<file path="config.mk">
export PLATFORM = sky130hd
export DESIGN_NAME = module_codificador_hamming
export DESIGN_NICKNAME = d
export VERILOG_FILES = /design/src/rtl/module_codificador_hamming.sv
export SDC_FILE = /design/constraint.sdc
export NUM_CORES = 1
export LEC_CHECK = 0
export ABC_CLOCK_PERIOD_IN_PS = 1400
export CAP_MARGIN = 5
export CORE_ASPECT_RATIO = 2
export CORE_MARGIN = 2
export CORE_UTILIZATION = 41
export CTS_BUF_LIST = sky130_fd_sc_hd__clkbuf_16
export CTS_CLUSTER_DIAMETER = 30
export DETAILED_ROUTE_END_ITERATION = 7
export PLACE_DENSITY = 0.75
export RECOVER_POWER = 50
export SLEW_MARGIN = 10
export SYNTH_ARGS = -nofsm -noshare
export SYNTH_HDL_FRONTEND = slang
export SYNTH_SLANG_ARGS = --single-unit
</file>
<file path="constraint.sdc">
create_clock -name clk -period 1.4 [get_ports clk]
set_clock_uncertainty 0.15 [all_clocks]
set_input_delay 0.14 -clock clk [delete_from_list [all_inputs] [get_ports clk]]
set_output_delay 0.14 -clock clk [all_outputs]
set_load 0.02 [all_outputs]
</file>
<file path="src/rtl/module_codificador_hamming.sv">
// Hamming SEC / SEC-DED encoder with a one-entry valid/ready output register,
// optional single-bit error injection and a count of consumed codewords.
module module_codificador_hamming #(
  parameter  int unsigned DATA_W = 4,
  parameter  int unsigned SECDED = 0,
  localparam int unsigned R      = (DATA_W <= 4)  ? 3 :
                                   (DATA_W <= 11) ? 4 :
                                   (DATA_W <= 26) ? 5 : 6,
  localparam int unsigned N_POS  = DATA_W + R,
  localparam int unsigned CODE_W = N_POS + SECDED,
  localparam int unsigned IDX_W  = $clog2(CODE_W)
) (
  input  logic              clk,
  input  logic              rst,
  input  logic [DATA_W-1:0] datos_in,
  input  logic              in_valid,
  output logic              in_ready,
  input  logic              inj_en,
  input  logic [IDX_W-1:0]  inj_pos,
  output logic [CODE_W-1:0] datos_cod,
  output logic              out_valid,
  input  logic              out_ready,
  output logic [15:0]       cnt_words
);

  typedef enum logic {EMPTY, FULL} state_t;

  state_t             state;
  state_t             next_state;
  logic               in_xfer_c;
  logic               out_xfer_c;
  logic [N_POS-1:0]   placed_c;
  logic [N_POS-1:0]   hamming_c;
  logic [CODE_W-1:0]  code_c;
  logic [CODE_W-1:0]  inj_mask_c;

  // Number of data bits that precede codeword position pos.
  function automatic int data_idx(input int pos);
    int n;
    n = 0;
    for (int k = 1; k < pos; k++) begin
      if ((k & (k - 1)) != 0) n++;
    end
    return n;
  endfunction

  // Data positions covered by the parity bit at position 2^j.
  function automatic logic [N_POS-1:0] cover_mask(input int j);
    logic [N_POS-1:0] m;
    m = '0;
    for (int k = 1; k <= int'(N_POS); k++) begin
      if ((((k >> j) & 1) != 0) && ((k & (k - 1)) != 0)) m[k-1] = 1'b1;
    end
    return m;
  endfunction

  // Place data bits at non-power-of-two positions, parity at powers of two.
  for (genvar k = 1; k <= int'(N_POS); k++) begin : g_pos
    if ((k & (k - 1)) == 0) begin : g_par
      assign placed_c[k-1]  = 1'b0;
      assign hamming_c[k-1] = ^(placed_c & cover_mask($clog2(k)));
    end else begin : g_dat
      assign placed_c[k-1]  = datos_in[data_idx(k)];
      assign hamming_c[k-1] = placed_c[k-1];
    end
  end

  if (SECDED != 0) begin : g_secded
    assign code_c = {^hamming_c, hamming_c};
  end else begin : g_sec
    assign code_c = hamming_c;
  end

  // Out-of-range positions leave the codeword untouched.
  assign inj_mask_c = (inj_en && (32'(inj_pos) < CODE_W)) ? (CODE_W'(1) << inj_pos) : '0;

  assign out_valid  = (state == FULL);
  assign in_ready   = !out_valid || out_ready;
  assign in_xfer_c  = in_valid && in_ready;
  assign out_xfer_c = out_valid && out_ready;

  always_ff @(posedge clk or posedge rst) begin
    if (rst) state <= EMPTY;
    else     state <= next_state;
  end

  always_comb begin
    next_state = state;
    case (state)
      EMPTY:   if (in_xfer_c) next_state = FULL;
      FULL:    if (out_xfer_c && !in_xfer_c) next_state = EMPTY;
      default: next_state = EMPTY;
    endcase
  end

  always_ff @(posedge clk or posedge rst) begin
    if (rst) begin
      datos_cod <= '0;
      cnt_words <= '0;
    end else begin
      if (in_xfer_c)  datos_cod <= code_c ^ inj_mask_c;
      if (out_xfer_c) cnt_words <= cnt_words + 16'd1;
    end
  end

endmodule
</file>
==> summary.md <==
| Metric | Value |
|---|---|
| Seq pwr share | 34.6% |
| CP Class | reg -> reg |
| Cell-internal power | 1.88 mW |
| Hold crit path type | in -> reg |
| Final min period | 1.49 ns |
| Clock power share | 29.8% |
| Mean Syn Cell Area | between 10 and 15 µm² |
| Post-Layout Cell Count | 210 |
| Top-level port count | 37 |
| Cts bufs inserted | 3 |
| Gate Count Post-Synth | 108 |
| Yosys cell types | 23 |
| CTS clk-pin slew, worst paths | about 0.06 ns |
| First-pass iteration count of the detailed router | 4 |
| Layout cells sized above 1 | 38.7% |
| Drt wl/cell | 14.6 µm |
| Setup TNS | -0.405 ns |
| Post-Synth Simple-Gate Area | 22.7% |
| Nets | about 200 |
| Clock buffer depth | 2 |
| Via Count | ~1.1k |
| Die width | 42.0 µm |
| DP Wirelength | 2300 µm |
| Core Box Area | 2740 µm² |
| Slack of the critical path | -0.0941 ns |
| Setup crit end kind | flop |
| Slew Viols, Final | 0 |
| Placed instance count | 200 |
| Final count of hold timing violations | 0 |
| GRT Total Usage | about 20% |
| RSZ-0062 raised after global routing | yes |
| Die Y | 80.0 µm |
| Cell Rows | 27 |
| Mux cell area share after synthesis | less than 1% |
| Largest net degree at the start of global routing | 25 |
| Worst relative slew slack | 60.4% |
| First-pass GRT wire length | 4940 µm |
| Switching pwr | 0.876 mW |
| Die area | 3360 µm² |
| DRT Wirelength | 3070 µm |
| Most frequent cells in the layout | buf_4 (30), dlygate4sd2_1 (21), xnor2_1 (16) |
| Root buf cell | clkbuf_16 |
| Synthesized flop and latch total | 24 |
| Main area contributors after synthesis | dfrtp_1 (51%), xnor2_1 (13%), xor2_1 (7.4%) |
| Tcrit/Tclk final | 107% |
| CTS tree | done |
| CP max FO | 4 |
| Commonest non-fill, non-tap cell in the layout | buf_4 |
| Post-synthesis sequential area ratio | just over 50% |
| Clock Sinks | 24 |
| Combinational fraction of design power | 35.6% |
| Max-Cap Viols | 0 |
| Total power | between 2 and 3 mW |
| Mapped Nets | between 100 and 150 |
| Required time worst endpoint | 1.40 ns |
| Final GP Congestion | a little under 0.8 |
| Largest family of logic cells by synthesized area | simple AND/OR/NAND/NOR gates |
| Maximum vdd drop | about 1.3 mV |
| Cell taking the most area after synthesis | dfrtp_1 |
| Slew @ Worst Pin | 0.594 ns |
| H-Tree Depth | 1 |
| Final-report setup violation count | 9 |
| Power density cells | 1350 nW/µm² |
| Area share of xor/xnor cells in the synthesized design | between 15 and 20% |
| Leak | 0.979 nW |
| Grt ovf | 0 |
| Vias in the first global route | around 1.1k |
| YS warnings | 0 |
| Diodes inserted | 0 |
| Vias per Instance | 5.03 |
| 1st-iter DRT viols | 9 |
| Synth Area in Compound Gates | 2.96% |
| IO Port Bufs | 36 |
| Initial Util | 43.3% |
| Status | finished, violations left |
| Pre-CTS setup slack | -0.283 ns |
| Layout Area Growth over Synthesis | 71.6% |
| Worst setup SP type | flop |
| Net Sw Frac | between 30% and 40% |
| Final Util | 74.3% |
| Synth top area share | between 50% and 60% |
| Initial antenna violation count | 0 |
| Clk_lat worst skew | between 0.2 and 0.3 ns |
| Worst EP arrival | 1.49 ns |
| Adder-cell share of the synthesized area | 1.06% |
| Failing checks | negative setup slack |
| Fmax achieved | 669 MHz |
| Post-route ant nets | 0 |
| DRC viols | 0 |
| Mapped Area | 1180 µm² |
## power by group through the flow
| stage | combinational (mW) | clock, mW | sequential [mW] |
|---|---|---|---|
| finish | 0.981 | 0.821 | 0.952 |
| global route | 1.07 | 0.863 | 0.972 |
| CTS | 0.930 | 0.833 | 0.954 |
| detailed placement | 1.00 | 0 | 0.968 |
| global placement | 0.971 | 0 | 0.964 |
| floorplan | 0.292 | 0 | 1.13 |
## metrics by stage
step           hold WS, ns  cell area [µm²]
6_report             0.291             2030
5_1_grt              0.330             2030
4_1_cts             0.0850             1970
3_5_place_dp         0.322             1860
3_3_place_gp         0.308             1860
2_1_floorplan      0.00378             1230
## metal layers
| metal | vias up | global-route usage, % | part of all wire (%) |
|---|---|---|---|
| li1 | 507 | - | - |
| met1 | 508 | 20.2 | 35 |
| met2 | 35 | 37.7 | 58 |
| met3 | 7 | 2.94 | 4.0 |
| met4 | 0 | 8.44 | 2.6 |
| met5 | - | 0 | 0 |
## synthesized netlist by cell type
library cell / instances
dfrtp_1: 24
xnor2_1: 17
nand2_1: 14
xor2_1: 10
o21ai_0: 6
nand3_1: 5
inv_1: 4
nor2_1: 4
nor3_1: 4
nand2b_1: 3
nand4_1: 2
nand4b_1: 2
nor3b_1: 2
nor4_4: 2
and3_1: 1
buf_2: 1
ha_1: 1
mux2_2: 1
nand3_2: 1
nand4_4: 1
nor4_1: 1
o21ai_1: 1
or2_1: 1
## cell families after synthesis
logic type / Yosys count
AND/OR/NAND/NOR: 43
XOR/XNOR: 27
flip-flops: 24
multiplexers: 1
buffers and inverters: 5
AO/OA/AOI/OAI: 7
adder cells (fa/ha/maj): 1
## flip-flops by register name, summed over array words and instances (netlist names)
register,flops
out_valid,1
cnt_words,16
datos_cod,7
## worst max-delay path: stages (launching register included)
cell     delay (ns)
dfrtp_2        0.38
nand4_1        0.21
nor4_4         0.31
nand3_1        0.18
xnor2_1        0.15
## final timing paths
| check | start | end | slack [ns] | depth (start not counted) |
|---|---|---|---|---|
| setup / recovery | cnt_words[4]$_DFFE_PP0P_ | cnt_words[14]$_DFFE_PP0P_ | -0.09 | 4 |
| hold / removal | datos_in[3] | datos_cod[6]$_DFFE_PP0P_ | 0.29 | 4 |
| setup reg to reg | cnt_words[4]$_DFFE_PP0P_ | cnt_words[14]$_DFFE_PP0P_ | -0.09 | 4 |
| hold reg to reg | cnt_words[15]$_DFFE_PP0P_ | cnt_words[15]$_DFFE_PP0P_ | 0.32 | 1 |
| max in group asynchronous | rst | cnt_words[4]$_DFFE_PP0P_ | 0.36 | 3 |
| min in group asynchronous | rst | cnt_words[14]$_DFFE_PP0P_ | 0.31 | 3 |
## final cells by class
class / instances / area, µm²
Tap cell: 29 / 36.3
Clock buffer: 3 / 75.1
Timing Repair Buffer: 70 / 611
Inverter: 4 / 15.0
Fill cell: 203 / 703
Clock inverter: 1 / 30.0
Sequential cell: 24 / 616
Multi-Input combinational cell: 79 / 651
## what timing repair did
| item | in CTS | in global routing |
|---|---|---|
| gates cloned | 0 | 0 |
| pin swaps | 5 | 10 |
| hold buffers | 0 | 0 |
| setup endpoints to repair | 34 | 16 |
| resized for setup | 36 | 9 |
| setup buffers | 1 | 5 |
No activity file was read; power rests on OpenSTA's default activity.
